**src/rtl/hazard_pkg.sv**
```systemverilog
// -----------------------------------------------------------------------------
// hazard_pkg
//   Shared types and constants for the load-use / branch hazard controller.
//   Contents:
//     state_t   : controller FSM state {RUN, STALL}
//     REG_XZR   : architectural zero register index (never a hazard source)
//     ex_ctrl_t : ID/EX control bundle layout; NOP_CTRL is its all-zero bubble
//     load_use(): load-use hazard predicate shared by decode-side logic
// -----------------------------------------------------------------------------
package hazard_pkg;

  typedef enum logic {
    RUN   = 1'b0,
    STALL = 1'b1
  } state_t;

  localparam logic [4:0] REG_XZR = 5'd31;

  // Control fields carried by ID/EX; a bubble loads all of them as zero.
  typedef struct packed {
    logic       reg_write;
    logic       mem_to_reg;
    logic       mem_read;
    logic       mem_write;
    logic       branch;
    logic       alu_src;
    logic [1:0] alu_op;
  } ex_ctrl_t;

  localparam ex_ctrl_t NOP_CTRL = '0;

  // A load in EX hazards the decode instruction when its destination is a
  // real register read by decode. reg2 only counts when decode actually uses it.
  function automatic logic load_use(
    input logic       mem_read,
    input logic [4:0] write_reg,
    input logic [4:0] read_reg1,
    input logic [4:0] read_reg2,
    input logic       uses_reg2
  );
    return mem_read && (write_reg != REG_XZR) &&
           ((write_reg == read_reg1) || (uses_reg2 && (write_reg == read_reg2)));
  endfunction

endpackage

```
**src/rtl/hazard_perf_cnt.sv**
```systemverilog
// -----------------------------------------------------------------------------
// hazard_perf_cnt
//   One saturating event counter. Counts cycles with i_inc high, holds at
//   all-ones instead of wrapping. Synchronous active-high clear.
//   Ports:
//     clock   in   1      rising-edge clock
//     reset   in   1      synchronous, active-high clear
//     i_inc   in   1      count this cycle
//     o_count out  CNT_W  current count
// -----------------------------------------------------------------------------
module hazard_perf_cnt #(
  parameter int CNT_W = 32
) (
  input  logic             clock,
  input  logic             reset,
  input  logic             i_inc,
  output logic [CNT_W-1:0] o_count
);

  localparam logic [CNT_W-1:0] ONE = {{(CNT_W-1){1'b0}}, 1'b1};

  logic [CNT_W-1:0] r_count;

  // NOTE: sequential state is written with non-blocking assignments so every
  // flop samples the pre-edge values regardless of block ordering.
  always_ff @(posedge clock) begin
    if (reset) begin
      r_count <= '0;
    end else if (i_inc && (r_count != '1)) begin
      r_count <= r_count + ONE;
    end
  end

  assign o_count = r_count;

endmodule

```
**src/rtl/hazard_ctrl.sv**
```systemverilog
// -----------------------------------------------------------------------------
// hazard_ctrl
//   Decode-side hazard controller. Detects load-use hazards against the load
//   sitting in EX and taken branches resolved in MEM, and drives the PC/IF-ID
//   write enables, the ID/EX bubble and the per-stage flushes. Outputs are
//   combinational so they act in the cycle the condition is seen.
//
//   Optional feature: define HAZARD_PERF_CNT_EN to build the stall/flush
//   performance counters. Without it the counter ports are tied to zero.
//
//   Ports:
//     clock, reset          rising-edge clock, synchronous active-high reset
//     id_ex_MemRead         instruction in EX is a load
//     id_ex_write_reg       destination register of the instruction in EX
//     if_id_read_reg1/2     source registers of the instruction in decode
//     if_id_uses_reg2       decode instruction actually reads read_reg2
//     branch_taken          branch resolved taken in MEM
//     pc_write, if_id_write front-end write enables (0 = hold)
//     id_ex_bubble          load NOP controls into ID/EX
//     if_id_flush, id_ex_flush, ex_mem_flush   wrong-path squash
//     stall_count, flush_count                 performance counters
// -----------------------------------------------------------------------------
module hazard_ctrl
  import hazard_pkg::*;
#(
  parameter int LOAD_STALL_CYCLES = 1,   // 1..15
  parameter int CNT_W             = 32
) (
  input  logic             clock,
  input  logic             reset,
  input  logic             id_ex_MemRead,
  input  logic [4:0]       id_ex_write_reg,
  input  logic [4:0]       if_id_read_reg1,
  input  logic [4:0]       if_id_read_reg2,
  input  logic             if_id_uses_reg2,
  input  logic             branch_taken,
  output logic             pc_write,
  output logic             if_id_write,
  output logic             id_ex_bubble,
  output logic             if_id_flush,
  output logic             id_ex_flush,
  output logic             ex_mem_flush,
  output logic [CNT_W-1:0] stall_count,
  output logic [CNT_W-1:0] flush_count
);

  // The hazard cycle itself is the first stall cycle, so STALL covers the rest.
  localparam logic [3:0] STALL_INIT = 4'(LOAD_STALL_CYCLES - 1);

  state_t     r_state;
  logic [3:0] r_cnt;
  logic       w_hz;

  assign w_hz = load_use(id_ex_MemRead, id_ex_write_reg, if_id_read_reg1,
                         if_id_read_reg2, if_id_uses_reg2);

  // NOTE: every output gets a default before any branch so no latch is inferred.
  always_comb begin
    pc_write     = 1'b1;
    if_id_write  = 1'b1;
    id_ex_bubble = 1'b0;
    if_id_flush  = 1'b0;
    id_ex_flush  = 1'b0;
    ex_mem_flush = 1'b0;
    if (!reset) begin
      if (branch_taken) begin
        // Wrong-path squash outranks any stall; the front end must refetch.
        if_id_flush  = 1'b1;
        id_ex_flush  = 1'b1;
        ex_mem_flush = 1'b1;
      end else if ((r_state == STALL) || w_hz) begin
        pc_write     = 1'b0;
        if_id_write  = 1'b0;
        id_ex_bubble = 1'b1;
      end
    end
  end

  always_ff @(posedge clock) begin
    if (reset) begin
      r_state <= RUN;
      r_cnt   <= 4'd0;
    end else if (branch_taken) begin
      r_state <= RUN;
      r_cnt   <= 4'd0;
    end else begin
      case (r_state)
        RUN: begin
          if (w_hz && (LOAD_STALL_CYCLES > 1)) begin
            r_state <= STALL;
            r_cnt   <= STALL_INIT;
          end
        end
        STALL: begin
          // hz is not re-evaluated here: EX now holds the bubble, not the load.
          r_cnt <= r_cnt - 4'd1;
          if (r_cnt == 4'd1) begin
            r_state <= RUN;
          end
        end
        default: begin
          r_state <= RUN;
          r_cnt   <= 4'd0;
        end
      endcase
    end
  end

`ifdef HAZARD_PERF_CNT_EN
  hazard_perf_cnt #(.CNT_W(CNT_W)) u_stall_cnt (
    .clock   (clock),
    .reset   (reset),
    .i_inc   (~pc_write),
    .o_count (stall_count)
  );

  hazard_perf_cnt #(.CNT_W(CNT_W)) u_flush_cnt (
    .clock   (clock),
    .reset   (reset),
    .i_inc   (branch_taken),
    .o_count (flush_count)
  );
`else
  assign stall_count = '0;
  assign flush_count = '0;
`endif

endmodule

```
**config.mk**
```make
export PLATFORM = sky130hd
export DESIGN_NAME = hazard_ctrl
export DESIGN_NICKNAME = d
export VERILOG_FILES = /design/src/rtl/hazard_pkg.sv /design/src/rtl/hazard_perf_cnt.sv /design/src/rtl/hazard_ctrl.sv
export SDC_FILE = /design/constraint.sdc
export NUM_CORES = 1
export LEC_CHECK = 0
export ABC_AREA = 1
export BUFFER_PORTS_ARGS = -buffer_cell sky130_fd_sc_hd__buf_2
export CAP_MARGIN = 30
export CORE_MARGIN = 4
export CORE_UTILIZATION = 38
export CTS_BUF_LIST = sky130_fd_sc_hd__clkbuf_8
export DETAILED_ROUTE_END_ITERATION = 10
export HOLD_SLACK_MARGIN = 0.02
export PLACE_DENSITY_LB_ADDON = 0.25
export SETUP_SLACK_MARGIN = 0.4
export SYNTH_ARGS = -nofsm -noshare
export SYNTH_HDL_FRONTEND = slang
export SYNTH_HIERARCHICAL = 1
export SYNTH_SLANG_ARGS = --single-unit
```
**constraint.sdc**
```tcl
create_clock -name clock -period 1.2 [get_ports clock]
set_input_delay 0.06 -clock clock [delete_from_list [all_inputs] [get_ports clock]]
set_output_delay 0.06 -clock clock [all_outputs]
set_load 0.02 [all_outputs]
```
# After elaboration in Yosys (flattened, before gate mapping)
# Cells that the tools add are included.
classes:
  reduce_logical: 7
  n_lt_le_gt_ge: 0
  mux: 9
  bitwise_logic: 1
  add_sub_neg: 1
  shifts: 0
  n_mul: 0
  div_mod_pow: 0
  eq_ne: 4
ops:
  columns: ["operator", "count"]
  rows:
  - ["5-bit == test", 2]
  - ["1-bit 2-to-1 mux", 9]
  - ["5-bit inequality test (second input constant)", 1]
  - ["4-bit by 1-bit == test with 1-bit output (second input constant)", 1]
  - ["4-bit by 1-bit subtractor with 4-bit output (second input constant)", 1]
  - ["1-bit logical AND", 3]
  - ["3-bit OR reduction", 1]
  - ["1-bit logical OR", 2]
  - ["2-bit OR reduction", 1]
  - ["1-bit NOT", 1]
totals:
  ramBits: 0
  reg_bits: 5
  mem_bits_ro: 0
  inputBits: 20
  memories: 0
  output_inout_bits: 70
  latchBits: 0

# Logic depth before layout (Yosys ltp)
# Gate-level depths: netlist of run 1.
logic_depth:
  word_depth: 8
  ltp_mapped: 8
  depth_no_buf: 8

# Worst setup path before layout of run 1
# Ideal clock, no wire load.
synth_path:
  kind: "flip-flop to output port"
  start: "reg r_state"
  end: "out pc_write"
  path_buffers: 1
  path_stages_with_launch: 5
  arrival_time_ps: 1028
  t_required_ps: 1140
  slack_ps: 112
  cell_sequence: "dfxtp_1 inv_2 nor2_2 a21oi_1 buf_4"
synth_via:
  elab_chain_len: 4
synth_lines:
  columns: ["element", "line_no", "rtl"]
  rows:
  - ["start: declaration", "hazard_ctrl.sv:50", "state_t r_state;"]
  - ["start signal: assignment", "hazard_ctrl.sv:81", "r_state <= RUN;"]
  - ["start signal: assignment", "hazard_ctrl.sv:84", "r_state <= RUN;"]
  - ["start signal: assignment", "hazard_ctrl.sv:90", "r_state <= STALL;"]
  - ["1-bit logical OR", "hazard_ctrl.sv:71", "end else if ((r_state == STALL) || w_hz) begin"]
  - ["1-bit 2-to-1 mux (3 in a row)", null, null]
  - ["end: declaration", "hazard_ctrl.sv:37", "output logic pc_write,"]
# No other way between the ends.

# Worst setup path after layout of run 1
layout_path:
  start: "reg r_state"
  end: "out if_id_write"
layout_via:
  elab_chain_len: 4
layout_lines:
  columns: ["element", "line_no", "rtl"]
  rows:
  - ["1-bit logical OR", "hazard_ctrl.sv:71", null]
  - ["1-bit 2-to-1 mux", "hazard_ctrl.sv:71", null]
  - ["1-bit 2-to-1 mux", "hazard_ctrl.sv:66", "if (branch_taken) begin"]
  - ["1-bit 2-to-1 mux", "hazard_ctrl.sv:65", "if (!reset) begin"]
  - ["end: declaration", "hazard_ctrl.sv:38", "output logic if_id_write,"]
# No other way between the ends.

==> results.ini, run 1 <==
[worst_setup_path]
path_class=register to primary output
end_kind=primary output
crit_required_ns=1.14
critPathBufInv=2
path_cells=inv_2, nor2_4, a21oi_4, buf_4
cp_max_fo=3
cp_top_family=flip-flops
crit_arrival_ns=0.95
cp_slowest_stage_delay_ns=0.32
startpoint_type=register
critPathSlowestCell=dfxtp_2

[clock_tree]
cts_tree=yes
insertion_delay_ns=0.22
cts_sinks=5
clk_path_buf_depth=2
htreeDepth=1
clkSlewWorstSetupHoldPaths_ns=0.03
cts_buffers=3
clockRootBuffer=clkbuf_8

[global_routing]
first_global_vias=582
grt_antenna_before_repair=0
gr-total-overflow=0
grt_first_pass_wirelength_um=2270
grt_usage=0.0841
grt_max_degree=6

[synth]
syn_inst=155
synthTopCellsByCount=buf_4 (67), nand2_1 (30), inv_1 (16), nor2_1 (10), inv_2 (7)
yosys-top-cells-area=buf_4 (52%), nand2_1 (12%), dfxtp_1 (10%)
synth_top_area_cell=buf_4
synth_edf_count=0
synth_flop_cell=dfxtp_1
yosysMostFrequentCell=buf_4
ys_async_sr_fraction=0
synthDistinctLibCells=19
yosysSeqAreaShare=0.104
yosysTopAreaCellShare=0.521
synth_seq_cells=5
postSynthAreaPerCell_sq_um=6.22
synth_area_sq_um=965
yosys_warnings=6

[route]
dr.pass1.iters=3
drt_iter0_markers=9
vias=746
drc=0
wl_per_cell_um=7.89
viasPerCell=3.57
routed_wl_um=1650
ant_nets=0

[finish]
antenna_cells=0
drive_gt1_frac=0.309
utilization=0.430
area_growth_pct=3.37
nets=204

[floorplan]
dieArea_sq_um=3410
chipHeight_um=58.4
initial_core_util=0.416
die_w_um=58.4
io_pins=90
rows=17
core_sq_um=2320

[power]
net-switching-power_mw=0.327
p_comb_frac=0.401
pwr-share-clk=0.386
max-vdd-ir-drop_mv=0.323
p_leak_nw=0.613
power_density_nw_per_um2=766
p_sw_frac=0.428
seqPwrFrac=0.213
internal-power_mw=0.437

[timing]
finalSetupTns_ns=0
slew_viol_final=0
min_period_ns=1.01
fin_ws_ns=0.191
hold_violations=0
skew_ns=0.00155
grt_setup_unrepaired=true
min_period_over_period=0.841
fmax_mhz=991
setup_viol=0

[min_path]
hold_class=input pin to register

[job]
cap_violations=0

[place]
dpl.hpwl_um=1440
io_buffer_count=25
pre_cts_ws_ns=0.159
gp_congestion=0.791

[status]
status=complete, no violations

==> metal layers <==
layer | vias up | wire, um | GRT usage | share of wire
met3 | 2 | 225 | 0.0132 | 0.14
met5 | - | 0 | 0 | 0
met4 | 0 | 14 | 0.0497 | 0.0085
met1 | 309 | 523 | 0.0891 | 0.32
li1 | 387 | - | - | -
met2 | 48 | 887 | 0.155 | 0.54
==> cell usage in the layout, fill, tap and decap left out, types with 2 or more instances in the layout <==
cell type  count
a31oi_1        2
inv_2          9
clkbuf_8       3
buf_4          5
nand2_2        5
o21ai_1        3
a21oi_1        2
buf_2         20
nor2_2         4
nand2_1       26
dfxtp_4        2
inv_1         14
dfxtp_1        2
nand3_1        2
conb_1        64
nor2_1         6
==> timing repair <==
| action | CTS | global route |
|---|---|---|
| buffers inserted | 1 | 0 |
| hold buffers | 0 | 0 |
| endpoints found under the setup margin | 7 | 8 |
| pin swaps | 6 | 4 |
| resized for setup | 10 | 11 |
==> metrics by stage <==
step / instances / total power [mW] / cell area [sq um] / hold slack [ns]
final: 209 / 0.764 / 997 / 0.142
after global routing: 209 / 0.806 / 997 / 0.163
after CTS: 209 / 0.766 / 968 / 0.154
after detailed placement: 204 / 0.462 / 888 / 0.371
after global placement: 204 / 0.460 / 888 / 0.369
after floorplan: 218 / 0.572 / 1230 / 0.214
==> area by class of cell <==
class,count,area [sq um]
Inverter,23,88.8
Sequential cell,5,109
Clock inverter,1,3.75
Multi-Input combinational cell,123,571
Clock buffer,3,41.3
Fill cell,268,1320
Tap cell,28,35.0
Timing Repair Buffer,26,149
==> sequential cells by signal, indices dropped and copies added (netlist names) <==
signal and flops:
r_cnt 4, r_state 1
==> path summary, 6_finish.rpt <==
| check | from | to | slack [ns] | cells after the start |
|---|---|---|---|---|
| worst max-delay path | r_state$_SDFF_PP0_ | if_id_write | 0.19 | 4 |
| worst min-delay path | branch_taken | r_cnt[2]$_SDFFE_PP0P_ | 0.14 | 4 |
| worst max register to register | r_state$_SDFF_PP0_ | r_cnt[3]$_SDFFE_PP0P_ | 0.31 | 5 |
| worst min register to register | r_cnt[0]$_SDFFE_PP0P_ | r_cnt[0]$_SDFFE_PP0P_ | 0.51 | 2 |
==> power by group through the flow <==
stage	registers, mW	clock network (mW)	logic [mW]
after floorplan	0.170	0	0.402
after global placement	0.170	0	0.290
after detailed placement	0.170	0	0.292
after CTS	0.167	0.304	0.295
after global routing	0.163	0.309	0.335
final	0.163	0.295	0.306
==> worst register-to-register path: stages (launching register included) <==
cell     delay [ns]
dfxtp_2        0.33
inv_2          0.06
nor2_2         0.09
inv_1          0.07
nor4_2         0.13
nor3_1         0.08
==> cells by family after synthesis <==
family | share of synthesized area
AO/OA/AOI/OAI | 0.0493
XOR/XNOR | 0.00908
adder cells (fa/ha/maj) | 0.0259
buffers and inverters | 0.611
flip-flops | 0.104
other | 0.00389
AND/OR/NAND/NOR | 0.197
(Power assumes the default switching activity.)
==> run 2, diff against run 1 <==
Clock period 1.2 ns to 0.94 ns, I/O delays scaled along.
==> run 2 against run 1 <==
Compared with the run above: the run now ends with setup timing left; final cell count grew 4.3%; sequential share of layout area down 1.5 points; worst setup slack worse by 0.26 ns; highest routed layer unchanged; via count rose by 4.6%; hold slack better by 0.073 ns; combinational power grew 39%; total power is 35% higher.
==> results.ini, run 2 (synthesis gave the netlist of run 1 again) <==
[timing]
fin_ws_ns=-0.0684  ; -0.259 ns
min_period_over_period=1.07
slew_viol_final=0  ; unchanged
min_period_ns=1.01
skew_ns=0.00417  ; +0.00262 ns
fmax_mhz=992
finalSetupTns_ns=-0.254  ; -0.254 ns
setup_viol=4  ; +4
grt_setup_unrepaired=true
hold_violations=0  ; unchanged

[worst_setup_path]
startpoint_type=register
crit_required_ns=0.89  ; -0.25 ns
critPathSlowestCell=dfxtp_4
cp_slowest_stage_delay_ns=0.34  ; +0.02 ns
cp_max_fo=3  ; unchanged
crit_arrival_ns=0.96  ; about the same
path_class=register to primary output
path_cells=inv_4, nor2_4, a21oi_4, buf_6
ff2ff_setup_slack_ns=-0.05  ; -0.36 ns
end_kind=primary output

[route]
vias=780  ; +4.6%
route.met3.wl_um=234  ; +4.0%
drt_iter0_markers=1  ; -8
dr.pass1.iters=2  ; -1
routed_wl_um=1790  ; +8.2%
ant_nets=0  ; unchanged
top_layer_used=met4
viasPerCell=3.58  ; +0.24%
drc=0  ; unchanged
wl_per_cell_um=8.19  ; +3.7%
met1Wirelength_um=599  ; +15%
routed-wl-met2_um=902  ; +1.7%

[global_routing]
grt_antenna_before_repair=0  ; unchanged
grt_max_degree=6  ; unchanged
first_global_vias=596  ; +2.4%
gr-total-overflow=0  ; unchanged
grt_first_pass_wirelength_um=2360  ; +3.9%
grt_usage=0.0905  ; +0.00633

[status]
status=finished, violations left
violations=setup timing

[power]
power_density_nw_per_um2=890  ; +16%
net-switching-power_mw=0.443  ; +36%
internal-power_mw=0.586  ; +34%
p_sw_frac=0.430  ; +0.00280
max-vdd-ir-drop_mv=0.535  ; +66%
p_leak_nw=0.675  ; +10%
p_comb_frac=0.412  ; +0.011
seqPwrFrac=0.202  ; -0.011
pwr-share-clk=0.386  ; about the same
total_power_mw=1.03  ; +35%

[clock_tree]
clk_path_buf_depth=2  ; unchanged
cts_tree=yes
clockRootBuffer=clkbuf_8
insertion_delay_ns=0.23  ; about the same
cts_sinks=5  ; unchanged
clkSlewWorstSetupHoldPaths_ns=0.04  ; about the same
cts_buffers=3  ; unchanged
hold_buffers=0  ; unchanged
htreeDepth=1  ; unchanged

[floorplan]
die_w_um=58.4  ; unchanged
dieArea_sq_um=3410  ; unchanged
initial_core_util=0.416  ; unchanged
io_pins=90  ; unchanged
rows=17  ; unchanged
core_sq_um=2320  ; unchanged
chipHeight_um=58.4  ; unchanged

[finish]
fin_cells=218  ; +4.3%
largest-register=r_cnt
largest_register_ffs=4  ; unchanged
mostFrequentLayoutCells=conb_1 (64), nand2_1 (26), buf_2 (14), inv_1 (13), buf_4 (11)
mostFrequentLayoutCell=conb_1
nets=213  ; +4.4%
drive_gt1_frac=0.358  ; +0.0485
antenna_cells=0  ; unchanged
reg_top3=r_cnt: 4 flops, r_state: 1 flops
area_growth_pct=19.8
utilization=0.499  ; +0.0685

[place]
dpl.cell_count=208  ; +2.0%
io_buffer_count=25  ; unchanged
gp_congestion=0.772  ; -2.5%
dpl.hpwl_um=1470  ; +1.7%
pre_cts_ws_ns=-0.0564  ; -0.215 ns

[min_path]
hold_class=input pin to register

[job]
cap_violations=0  ; unchanged

run 2: area by class of cell:
cell class	count	area (sq um)
multi-input combinational	123	611
inverter	23	91.3
tap	28	35.0
fill	236	1160
clock inverter	1	3.75
sequential	5	109
clock buffer	3	41.3
timing repair buffer	35	265
run 2: worst max-delay path: cells and delay by family, from the launching register on:
family | cells | cell delay (ns)
AO/OA/AOI/OAI | 1 | 0.13
flip-flops | 1 | 0.34
AND/OR/NAND/NOR | 1 | 0.04
buffers and inverters | 2 | 0.22
run 2: final timing paths:
path / cells after the start / start / endpoint
setup / recovery: 4 / r_state$_SDFF_PP0_ / pc_write
hold / removal: 5 / reset / r_cnt[1]$_SDFFE_PP0P_
setup reg to reg: 6 / r_state$_SDFF_PP0_ / r_state$_SDFF_PP0_
hold reg to reg: 2 / r_cnt[0]$_SDFFE_PP0P_ / r_cnt[0]$_SDFFE_PP0P_
run 2: metrics by stage:
step,instance area (sq um),hold slack [ns]
floorplan,1240,0.130
global placement,928,0.443
detailed placement,928,0.440
CTS,1050,0.218
global route,1160,0.240
finish,1160,0.215
run 2: repair_timing:
action,in CTS,in global routing
resized for setup,18,21
pin swaps,5,5
hold endpoints to repair,0,0
setup endpoints to repair,11,11
setup buffers,3,3
run 2: power by group through the flow:
stage | clock, mW | combinational, mW | sequential, mW
after detailed placement | 0 | 0.390 | 0.216
final | 0.397 | 0.424 | 0.208
after global placement | 0 | 0.387 | 0.216
after CTS | 0.399 | 0.407 | 0.213
after floorplan | 0 | 0.516 | 0.216
after global routing | 0.412 | 0.461 | 0.207
run 2: metal layers:
| metal | track usage | up-vias |
|---|---|---|
| li1 | - | 403 |
| met1 | 0.101 | 319 |
| met2 | 0.153 | 54 |
| met3 | 0.0132 | 4 |
| met4 | 0.0695 | 0 |
| met5 | 0 | - |
==> run 3, diff against run 2 <==
Settings changed: RECOVER_POWER from default to 100.
==> run 3 against run 2 <==
Compared with the run above: the flow still finishes with violations (setup timing); via count unchanged; non-clock buffer count is the same; sequential share of layout area about the same; clock power about the same; worst setup slack barely moved; register-to-register slack about the same; core utilization down 1.1 points; cell area fell by 2.2%; routed wire length about the same; count of clock-buffer cells in the layout is the same; flip-flop and latch count unchanged; critical endpoint unchanged; highest routed layer unchanged.
==> results.ini, run 3 (synthesis gave the netlist of run 1 again) <==
[timing]
hold_violations=0  ; unchanged
slew_viol_final=0  ; unchanged
whs_ns=0.216  ; +0.00143 ns
setup_viol=4  ; unchanged
min_period_ns=1.01  ; +0.0000330 ns
skew_ns=0.00407  ; -0.000103 ns
min_period_over_period=1.07  ; about the same
grt_setup_unrepaired=true
fin_ws_ns=-0.0684  ; -0.0000330 ns
fmax_mhz=992  ; about the same

[clock_tree]
insertion_delay_ns=0.23  ; about the same
cts_sinks=5  ; unchanged
cts_buffers=3  ; unchanged
clk_path_buf_depth=2  ; unchanged
cts_tree=yes
clkSlewWorstSetupHoldPaths_ns=0.04  ; about the same
htreeDepth=1  ; unchanged
hold_buffers=0  ; unchanged
clockRootBuffer=clkbuf_8

[floorplan]
die_w_um=58.4  ; unchanged
dieArea_sq_um=3410  ; unchanged
core_sq_um=2320  ; unchanged
io_pins=90  ; unchanged
chipHeight_um=58.4  ; unchanged
rows=17  ; unchanged
initial_core_util=0.416  ; unchanged

[worst_setup_path]
timing.rr.end=r_state$_SDFF_PP0_
path_cells=inv_4, nor2_4, a21oi_4, buf_6
end_kind=primary output
path_class=register to primary output
ff2ff_setup_slack_ns=-0.05  ; about the same
ff2ff_path_depth=6  ; unchanged
crit_required_ns=0.89  ; about the same
critPathSlowestCell=dfxtp_4
startpoint_type=register
startpoint=r_state$_SDFF_PP0_
r2r_start=r_state$_SDFF_PP0_
cp_max_fo=3  ; unchanged
cp_slowest_stage_delay_ns=0.34  ; about the same
crit_arrival_ns=0.96  ; about the same
worstSetupEndpoint=pc_write

[finish]
largest_register_ffs=4  ; unchanged
reg_top3=r_cnt: 4 flops, r_state: 1 flops
drive_gt1_frac=0.342  ; -0.0158
nets=213  ; unchanged
utilization=0.488  ; -0.0108
multi_input_area_sq_um=603  ; -1.2%
seqCellArea_sq_um=106  ; -2.3%
area_growth_pct=17.2
largest-register=r_cnt
mostFrequentLayoutCell=conb_1
mostFrequentLayoutCells=conb_1 (64), nand2_1 (26), buf_2 (14), inv_1 (13), buf_4 (11)
fin_cells=218  ; unchanged
fillers=243  ; +3.0%
antenna_cells=0  ; unchanged

[power]
pwr-share-clk=0.389  ; +0.003
power_density_nw_per_um2=903  ; +1.4%
max-vdd-ir-drop_mv=0.535  ; about the same
net-switching-power_mw=0.440  ; -0.66%
total_power_mw=1.02  ; -0.77%
p_sw_frac=0.431  ; +0.000482
seqPwrFrac=0.206  ; +0.004
p_comb_frac=0.405  ; -0.007
p_leak_nw=0.665  ; -1.6%
internal-power_mw=0.581  ; -0.85%

[route]
wl_per_cell_um=8.19  ; about the same
routed_wl_um=1790  ; about the same
top_layer_used=met4
route.met3.wl_um=234  ; unchanged
dr.pass1.iters=2  ; unchanged
routed-wl-met2_um=901  ; -0.11%
vias=780  ; unchanged
drt_iter0_markers=1  ; unchanged
ant_nets=0  ; unchanged
drc=0  ; unchanged
met1Wirelength_um=600  ; +0.17%
viasPerCell=3.58  ; unchanged

[min_path]
hold_class=input pin to register
worstHoldStart=reset

[global_routing]
first_global_vias=596  ; unchanged
gr-total-overflow=0  ; unchanged
grt_usage=0.0905  ; unchanged
grt_max_degree=6  ; unchanged
grt_first_pass_wirelength_um=2360  ; unchanged
grt_antenna_before_repair=0  ; unchanged

[place]
dpl.hpwl_um=1470  ; unchanged
dpl.cell_count=208  ; unchanged
gp_congestion=0.772  ; unchanged
io_buffer_count=25  ; unchanged

[status]
violations=setup timing
status=finished, violations left

[job]
cap_violations=0  ; unchanged

[run 3: changes by cell type in the layout (fill, tap and decap cells not counted), sizes merged]
| cell | previous run | this run |
|---|---|---|
| buf | 35 | 33 |
| clkbuf | 3 | 5 |
[run 3: metal layers]
metal,up-vias,track usage
met5,-,0
met4,0,0.0695
met3,4,0.0132
met2,54,0.153
met1,319,0.101
li1,403,-
[run 3: layout make-up]
class	count	share of cell area
Clock buffer	3	0.0365
Clock inverter	1	0.00332
Inverter	23	0.0808
Multi-Input combinational cell	123	0.533
Sequential cell	5	0.0940
Tap cell	28	0.0310
Timing Repair Buffer	35	0.221
[run 3: worst min path at each step]
stage / endpoint / slack (ns) / depth (start not counted)
final: r_cnt[1]$_SDFFE_PP0P_ / 0.22 / 5
after global routing: r_cnt[1]$_SDFFE_PP0P_ / 0.24 / 5
after CTS: r_cnt[0]$_SDFFE_PP0P_ / 0.22 / 5
after detailed placement: r_cnt[0]$_SDFFE_PP0P_ / 0.44 / 5
after global placement: r_cnt[0]$_SDFFE_PP0P_ / 0.44 / 5
after floorplan: ex_mem_flush / 0.13 / 1
[run 3: worst max-delay path, delay by kind of cell, from the launching register on]
kind                   cells  cell delay, ns
AOI/OAI and AO/OA          1            0.13
buffers and inverters      2            0.22
DFF                        1            0.34
and+or+nand+nor            1            0.04
[run 3: power groups by stage]
stage | sequential (mW) | combinational, mW | clock, mW
2_1_floorplan | 0.216 | 0.516 | 0
3_3_place_gp | 0.216 | 0.387 | 0
3_5_place_dp | 0.216 | 0.390 | 0
4_1_cts | 0.213 | 0.407 | 0.399
5_1_grt | 0.210 | 0.450 | 0.413
6_report | 0.210 | 0.413 | 0.398
[run 3: repair_timing]
item	4_1_cts	5_1_grt
pin swaps	5	5
resized for setup	18	21
buffers inserted	3	3
endpoints found under the setup margin	11	11
[run 3: through the flow]
stage                     TNS [ns]  instance area (sq um)  setup slack, ns
after floorplan                  0                   1240            0.102
after global placement      -0.152                    928          -0.0733
after detailed placement    -0.137                    928          -0.0564
after CTS                   -0.166                   1050          -0.0568
after global routing        -0.403                   1130           -0.104
final                       -0.254                   1130          -0.0684
